$ cat src/rtl/fifo_wptr_full_if.sv
//------------------------------------------------------------------------------
// Module  : fifo_wptr_full_if
// Brief   : Write-side bundle of the dual-clock FIFO (producer, read pointer, flags).
// Revision: 1.0 - initial release
//------------------------------------------------------------------------------
`default_nettype none

interface fifo_wptr_full_if #(
    parameter int ADDRSIZE = 4
);
    logic                winc;
    logic [ADDRSIZE:0]   rptr;
    logic                wovf_clr;
    logic [ADDRSIZE-1:0] waddr;
    logic [ADDRSIZE:0]   wptr;
    logic                wfull;
    logic                walmost_full;
    logic [ADDRSIZE:0]   wcount;
    logic                woverflow;

    modport master (
        output winc, rptr, wovf_clr,
        input  waddr, wptr, wfull, walmost_full, wcount, woverflow
    );

    modport slave (
        input  winc, rptr, wovf_clr,
        output waddr, wptr, wfull, walmost_full, wcount, woverflow
    );
endinterface

`default_nettype wire

$ cat src/rtl/fifo_wptr_full.sv
//------------------------------------------------------------------------------
// Module  : fifo_wptr_full
// Brief   : Write-domain pointer, full/almost-full, fill count and overflow flag.
// Revision: 1.0 - initial release
//------------------------------------------------------------------------------
`default_nettype none

module fifo_wptr_full #(
    parameter int ADDRSIZE     = 4,
    parameter int AFULL_THRESH = 14,
    parameter int SYNC_STAGES  = 2
) (
    input  wire logic      wclk,
    input  wire logic      wrst_n,
    fifo_wptr_full_if.slave wif
);
    localparam logic [ADDRSIZE:0] c_afull_thresh = (ADDRSIZE+1)'(AFULL_THRESH);

    logic [ADDRSIZE:0]                    r_wbin;
    logic [ADDRSIZE:0]                    r_wptr;
    logic [ADDRSIZE:0]                    r_wcount;
    logic                                 r_wfull;
    logic                                 r_walmost_full;
    logic                                 r_woverflow;
    logic [SYNC_STAGES-1:0][ADDRSIZE:0]   r_sync;

    logic                                 w_we;
    logic [ADDRSIZE:0]                    w_wbinnext;
    logic [ADDRSIZE:0]                    w_wgraynext;
    logic [ADDRSIZE:0]                    w_q2_rptr;
    logic [ADDRSIZE:0]                    w_q2_rbin;
    logic [ADDRSIZE:0]                    w_count_next;
    logic                                 w_full_next;

    assign w_q2_rptr = r_sync[SYNC_STAGES-1];

    // Each binary bit is the XOR of all Gray bits at or above it.
    for (genvar i = 0; i <= ADDRSIZE; i++) begin : g_g2b
        assign w_q2_rbin[i] = ^w_q2_rptr[ADDRSIZE:i];
    end

    assign w_we         = wif.winc & ~r_wfull;
    assign w_wbinnext   = r_wbin + {{ADDRSIZE{1'b0}}, w_we};
    assign w_wgraynext  = (w_wbinnext >> 1) ^ w_wbinnext;
    assign w_count_next = w_wbinnext - w_q2_rbin;

    // Full when the next write pointer has lapped the synced read pointer once.
    assign w_full_next  = (w_wgraynext ==
                           {~w_q2_rptr[ADDRSIZE:ADDRSIZE-1], w_q2_rptr[ADDRSIZE-2:0]});

    always_ff @(posedge wclk or negedge wrst_n) begin
        if (!wrst_n) begin
            r_sync <= '0;
        end else begin
            r_sync <= {r_sync[SYNC_STAGES-2:0], wif.rptr};
        end
    end

    always_ff @(posedge wclk or negedge wrst_n) begin
        if (!wrst_n) begin
            r_wbin         <= '0;
            r_wptr         <= '0;
            r_wcount       <= '0;
            r_wfull        <= 1'b0;
            r_walmost_full <= 1'b0;
            r_woverflow    <= 1'b0;
        end else begin
            r_wbin         <= w_wbinnext;
            r_wptr         <= w_wgraynext;
            r_wcount       <= w_count_next;
            r_wfull        <= w_full_next;
            r_walmost_full <= (w_count_next >= c_afull_thresh);
            // A new overflow in the same cycle as a clear must not be lost.
            r_woverflow    <= (wif.winc & r_wfull) | (r_woverflow & ~wif.wovf_clr);
        end
    end

    assign wif.waddr        = r_wbin[ADDRSIZE-1:0];
    assign wif.wptr         = r_wptr;
    assign wif.wfull        = r_wfull;
    assign wif.walmost_full = r_walmost_full;
    assign wif.wcount       = r_wcount;
    assign wif.woverflow    = r_woverflow;

endmodule

`default_nettype wire
$ cat src/flat_wrapper.sv
// flat-port wrapper written by rule: the top's interface ports become plain ports
module fifo_wptr_full_flat 
#(
    parameter int ADDRSIZE     = 4,
    parameter int AFULL_THRESH = 14,
    parameter int SYNC_STAGES  = 2
)
  (wclk, wrst_n, wif_winc, wif_rptr, wif_wovf_clr, wif_waddr, wif_wptr, wif_wfull, wif_walmost_full, wif_wcount, wif_woverflow);
  fifo_wptr_full_if #(.ADDRSIZE(ADDRSIZE)) wif_i ();
  input  wire logic wclk;
  input  wire logic wrst_n;
  input wire logic [$bits(wif_i.winc)-1:0] wif_winc;
  input wire logic [$bits(wif_i.rptr)-1:0] wif_rptr;
  input wire logic [$bits(wif_i.wovf_clr)-1:0] wif_wovf_clr;
  output wire logic [$bits(wif_i.waddr)-1:0] wif_waddr;
  output wire logic [$bits(wif_i.wptr)-1:0] wif_wptr;
  output wire logic [$bits(wif_i.wfull)-1:0] wif_wfull;
  output wire logic [$bits(wif_i.walmost_full)-1:0] wif_walmost_full;
  output wire logic [$bits(wif_i.wcount)-1:0] wif_wcount;
  output wire logic [$bits(wif_i.woverflow)-1:0] wif_woverflow;
  assign wif_i.winc = wif_winc;
  assign wif_i.rptr = wif_rptr;
  assign wif_i.wovf_clr = wif_wovf_clr;
  assign wif_waddr = wif_i.waddr;
  assign wif_wptr = wif_i.wptr;
  assign wif_wfull = wif_i.wfull;
  assign wif_walmost_full = wif_i.walmost_full;
  assign wif_wcount = wif_i.wcount;
  assign wif_woverflow = wif_i.woverflow;
  fifo_wptr_full #(.ADDRSIZE(ADDRSIZE), .AFULL_THRESH(AFULL_THRESH), .SYNC_STAGES(SYNC_STAGES)) u_core (.wclk(wclk), .wrst_n(wrst_n), .wif(wif_i));
endmodule
$ cat config.mk
export PLATFORM = sky130hd
export DESIGN_NAME = fifo_wptr_full_flat
export DESIGN_NICKNAME = d
export VERILOG_FILES = /design/src/rtl/fifo_wptr_full_if.sv /design/src/rtl/fifo_wptr_full.sv /design/src/flat_wrapper.sv
export SDC_FILE = /design/constraint.sdc
export NUM_CORES = 1
export LEC_CHECK = 0
export ABC_CLOCK_PERIOD_IN_PS = 3770
export BUFFER_PORTS_ARGS = -buffer_cell sky130_fd_sc_hd__buf_2
export CAP_MARGIN = 25
export CELL_PAD_IN_SITES_DETAIL_PLACEMENT = 1
export CELL_PAD_IN_SITES_GLOBAL_PLACEMENT = 2
export CORE_MARGIN = 2
export CORE_UTILIZATION = 37
export CTS_BUF_LIST = sky130_fd_sc_hd__clkbuf_4
export DETAILED_ROUTE_END_ITERATION = 16
export GPL_ROUTABILITY_DRIVEN = 1
export PLACE_DENSITY = 0.8
export SLEW_MARGIN = 10
export SYNTH_ARGS = -nofsm -noshare
export SYNTH_HDL_FRONTEND = slang
export SYNTH_SLANG_ARGS = --single-unit
$ cat constraint.sdc
create_clock -name wclk -period 3.77 [get_ports wclk]
set_clock_uncertainty 0.15 [all_clocks]
set_input_delay 0.377 -clock wclk [delete_from_list [all_inputs] [get_ports wclk]]
set_output_delay 0.377 -clock wclk [all_outputs]
set_load 0.02 [all_outputs]
* Word level (Yosys, flattened, before mapping)
Cells that the tools add are included.
Storage, ports and cells: bits in registers 28, input port bits 9
Operators by class: add/subtract/negate cells 2, magnitude comparators 1, eq/ne operators 1, bitwise logic cells 8, reductions and logical operators 4
Operators by type and width (number):
- $add 5x1->5 | 1
- $eq 5x5->1 | 1
- $ge 5x4->1 const B | 1
- $reduce_xor 5->1 | 1
- $sub 5x5->5 | 1
- $xor 4x5->5 | 1
- $reduce_xor 4->1 | 1
- $and 1x1->1 | 3
- $reduce_xor 3->1 | 1
- $not 1->1 | 2
- $not 2->2 | 1
- $reduce_xor 2->1 | 1
- $or 1x1->1 | 1

* Depth between registers and ports, before layout
depth in word-level cells 5, gate-level depth with buffers 9

* Worst setup path before layout
No wires, ideal clock.
kind reg-to-reg, start register u_core.r_sync, in the netlist u_core.w_q2_rptr[4], end register u_core.r_walmost_full, in the netlist u_core.wif.walmost_full, library setup time 120 ps, data arrival time 2446 ps, setup slack 1054 ps, cell stages (with the launch flop) 10, buffers on the path 0, clock period less this slack 2716 ps, path through dfrtp_1 > xnor3_2 > xor2_1 > xnor2_1 > ha_1 > fa_1 > or2b_1 > o21ai_2 > xnor2_1 > a31o_1
On the way: cells in the longest elaborated chain, start to end 3, elaborated cells on any way between the ends 6, classes of those cells add/sub (1); order compare (1); reduce/logical (4)
Ends and longest elaborated chain:
- start: declaration | RTL line fifo_wptr_full.sv:25 | logic [SYNC_STAGES-1:0][ADDRSIZE:0] r_sync;
- start signal: assignment | RTL line fifo_wptr_full.sv:55 | r_sync <= {r_sync[SYNC_STAGES-2:0], wif.rptr};
- $reduce_xor 5->1 (tied with other cells) | RTL line fifo_wptr_full.sv:39 | assign w_q2_rbin[i] = ^w_q2_rptr[ADDRSIZE:i];
- $sub 5x5->5 (*) | RTL line fifo_wptr_full.sv:45 | assign w_count_next = w_wbinnext - w_q2_rbin;
- via u_core.w_count_next[4] | RTL line fifo_wptr_full.sv:32 | logic [ADDRSIZE:0] w_count_next;
- $ge 5x4->1 (*) | RTL line fifo_wptr_full.sv:72 | r_walmost_full <= (w_count_next >= c_afull_thresh);
- end signal: assignment | RTL line fifo_wptr_full.sv:72
- end: declaration | RTL line fifo_wptr_full.sv:23 | logic r_walmost_full;
The timed path passes the listed nets; every way through them passes the cells marked *.

* Final worst setup path
Ends and elaborated chain as after synthesis.

==> impl_metrics.env <==
export IMPL_path_max_fanout=5
export IMPL_netlist_area_um2=1225
export IMPL_drc_errors=0
export IMPL_p_leak_nw=0.7080
export IMPL_r2r_end="u_core.wif.walmost_full"
export IMPL_final_cell_mix="dfrtp_1, buf_2, xnor2_1"
export IMPL_worst_setup_path_type="reg2reg"
export IMPL_drt_total_wl_mm=2.183
export IMPL_cp_end_kind="flip-flop"
export IMPL_dieArea_um2=3787
export IMPL_cts_htree_levels=1
export IMPL_cp_top_family="XOR/XNOR gates"
export IMPL_rsz0062_at_grt="false"
export IMPL_cp_depth=9
export IMPL_cts_buffers=3
export IMPL_critical_path_buf_inv_count=0
export IMPL_routedWlPerCell_um=13.07
export IMPL_status="complete, no violations"
export IMPL_wirelength_met1_um=950
export IMPL_wl_met3_um=93
export IMPL_fin_crit_sh_pct=76.87
export IMPL_io_pins=26
export IMPL_layout_nets=139
export IMPL_min_period_ps=2898
export IMPL_combPwrFrac_pct=56.9
export IMPL_critPathSlowestCell="xnor3_2"
export IMPL_cts_resized=0
export IMPL_p_int_uw=775.7
export IMPL_clk_pin_slew_ps=170
export IMPL_dr_pass1_iters=2
export IMPL_cts_path_max_buffers=2
export IMPL_power_mw=1.387
export IMPL_cp_start_kind="flip-flop"
export IMPL_grt_use_total_pct=13.06
export IMPL_routabilityCongestion=0.7249
export IMPL_path_common_cell="xnor2_1"
export IMPL_ys_seq_area_share_pct=55.16
export IMPL_syn_to_final_growth_pct=21.55
export IMPL_clock_latency_ps=340
export IMPL_rows=20
export IMPL_vias=748
export IMPL_pwr_share_clk_pct=10.2
export IMPL_r2r_cells=9
export IMPL_tightest_slew_ps=567.8
export IMPL_start_util_pct=39.48
export IMPL_ys_warn_count=0
export IMPL_clock_sinks=27
export IMPL_drt_initial_drc_count=16
export IMPL_max_cap_violations=0
export IMPL_routed_via_density=4.479
export IMPL_synth_seq_cells=27
export IMPL_netSwitchingFraction_pct=44.09
export IMPL_highest_layer="met4"
export IMPL_endpoint="u_core.wif.walmost_full"
export IMPL_coreArea_um2=3103
export IMPL_power_switching_uw=611.7
export IMPL_grt_pass1_wl_mm=3.477
export IMPL_min_path_type="in2reg"
export IMPL_max_freq_mhz=345.1
export IMPL_regArea_um2=675.6
export IMPL_cts_tree="built"
export IMPL_drive_above_1_share_pct=29.27
export IMPL_final_common_cell="dfrtp_1"
export IMPL_routed_wl_met2_mm=1.126
export IMPL_antenna_found_initial=0
export IMPL_required_ps=3870
export IMPL_die_w_um=61.54
export IMPL_final_hold_viol_count=0
export IMPL_powerDensity_nw_per_um2=931.8
export IMPL_post_cts_buffers=0
export IMPL_fillers=361
export IMPL_grt_max_degree=28
export IMPL_crit_chain="xnor3_2, xor2_1, xnor2_1, ha_1, fa_1, or2b_1, o21ai_2, xnor2_1, a31o_1"
export IMPL_reg2reg_slack_ps=870
export IMPL_io_buffers=25
export IMPL_timing_setup_tns_ps=0
export IMPL_n_antenna_cell=0
export IMPL_crit_start="u_core.w_q2_rptr[4]"
export IMPL_peakVddDrop_mv=0.2877
export IMPL_syn_num_nets=104
export IMPL_die_y_um=61.54
export IMPL_syn_inst=89
export IMPL_worstReg2RegStart="u_core.w_q2_rptr[4]"
export IMPL_synth_avg_cell_area_um2=13.76
export IMPL_overflow=0
export IMPL_seq_power_share_pct=32.9
export IMPL_ant_nets=0
export IMPL_setup_viol=0
export IMPL_arrival_ps=3000
export IMPL_max_stage_delay_ps=510
export IMPL_cts_root_buf="clkbuf_4"
export IMPL_multi_input_area_um2=515.5
export IMPL_hpwl_mm=1.573
export IMPL_slew_headroom_pct=62.15
export IMPL_finalMaxSlewViolations=0
export IMPL_grt_pass1_vias=783
export IMPL_synth_cell_types=30
==> registers in the layout, summed over array words and instances (netlist names) <==
register	cells
u_core.r_sync	5
u_core.r_wbin	5
u_core.w_q2_rptr	5
u_core.wif.wcount	5
u_core.wif.wptr	4
u_core.wif.walmost_full	1
u_core.wif.wfull	1
u_core.wif.woverflow	1
==> worst min path at each step <==
stage / from / endpoint / slack (ps) / cells past startpoint
final: wif_wovf_clr / u_core.wif.woverflow / 40 / 2
after global routing: wif_wovf_clr / u_core.wif.woverflow / 40 / 2
after CTS: wif_wovf_clr / u_core.wif.woverflow / 40 / 2
after detailed placement: u_core.r_sync[1] / u_core.w_q2_rptr[1] / 190 / 0
after global placement: u_core.r_sync[1] / u_core.w_q2_rptr[1] / 180 / 0
after floorplan: wrst_n / u_core.r_sync[0] / -70 / 0
==> routing by layer <==
layer / GRT usage [%] / vias to the layer above
met2: 23.16 / 21
li1: - / 360
met1: 15.72 / 365
met3: 1.891 / 2
met4: 5.471 / 0
met5: 0 / -
==> cell families (layout without fill, tap and decap cells) <==
logic type,after synthesis,in the layout,synth area share (%)
AOI/OAI and AO/OA,10,10,6.231
xor gates and xnor gates,22,22,20.84
adders and majority gates,6,6,6.742
buffers and inverters,8,42,2.759
DFF,27,27,55.16
muxes,1,1,0.8172
and+or+nand+nor,15,15,7.458
==> area by class of cell <==
type | instances | area share (%)
Clock inverter | 1 | 0.5882
Sequential cell | 27 | 45.38
Clock buffer | 3 | 1.513
Inverter | 7 | 1.765
Tap cell | 44 | 3.697
Multi-Input combinational cell | 54 | 34.62
Timing Repair Buffer | 31 | 12.44
==> Yosys cell counts, drive strengths merged <==
cell type	n	area share (%)
nor2	2	0.61
ha	5	5.1
or3b	1	0.72
and2	3	1.5
nand2b	1	0.51
xor2	8	7.9
a31o	2	1.4
a311oi	2	1.4
nor2b	1	0.51
buf	1	0.61
dfrtp	27	55
and3b	1	0.72
mux2i	1	0.82
o21ai	3	1.8
xnor2	12	9.2
fa	1	1.6
nand2	1	0.31
inv	7	2.1
nand3	2	0.82
or2b	1	0.61
and3	1	0.61
a21oi	2	0.82
nand4	1	0.51
a2111oi	1	0.72
xnor3	2	3.8
==> stage by stage <==
step	std cells	utilization, %	area, um^2	setup slack [ps]	hold WS, ps
after floorplan	89	-	1225	1054	-68.59
after detailed placement	157	45.04	1398	868.0	185.6
final	167	47.98	1489	872.1	44.09
after global routing	167	47.98	1489	684.0	39.11
after global placement	157	45.04	1398	979.4	182.8
after CTS	167	47.98	1489	841.6	35.19
==> worst reg2reg max path, delay by kind of cell (launching register included) <==
kind                       cells  cell delay [ps]
DFF                            1              470
adders and majority gates      2              640
AOI/OAI and AO/OA              2              300
xor gates and xnor gates       4              990
and+or+nand+nor                1              250
==> power groups by stage <==
stage | registers (mW) | logic (mW) | clock network, mW
final | 0.456 | 0.790 | 0.141
after global routing | 0.473 | 0.877 | 0.160
after CTS | 0.459 | 0.807 | 0.148
after detailed placement | 0.466 | 0.800 | 0
after global placement | 0.461 | 0.783 | 0
after floorplan | 0.569 | 0.498 | 0
==> repair_timing <==
action	CTS	global route
endpoints found under the setup margin	0	0
hold buffers	6	0
hold endpoints to repair	32	0
Note: power is estimated with default switching activity, not from simulation.
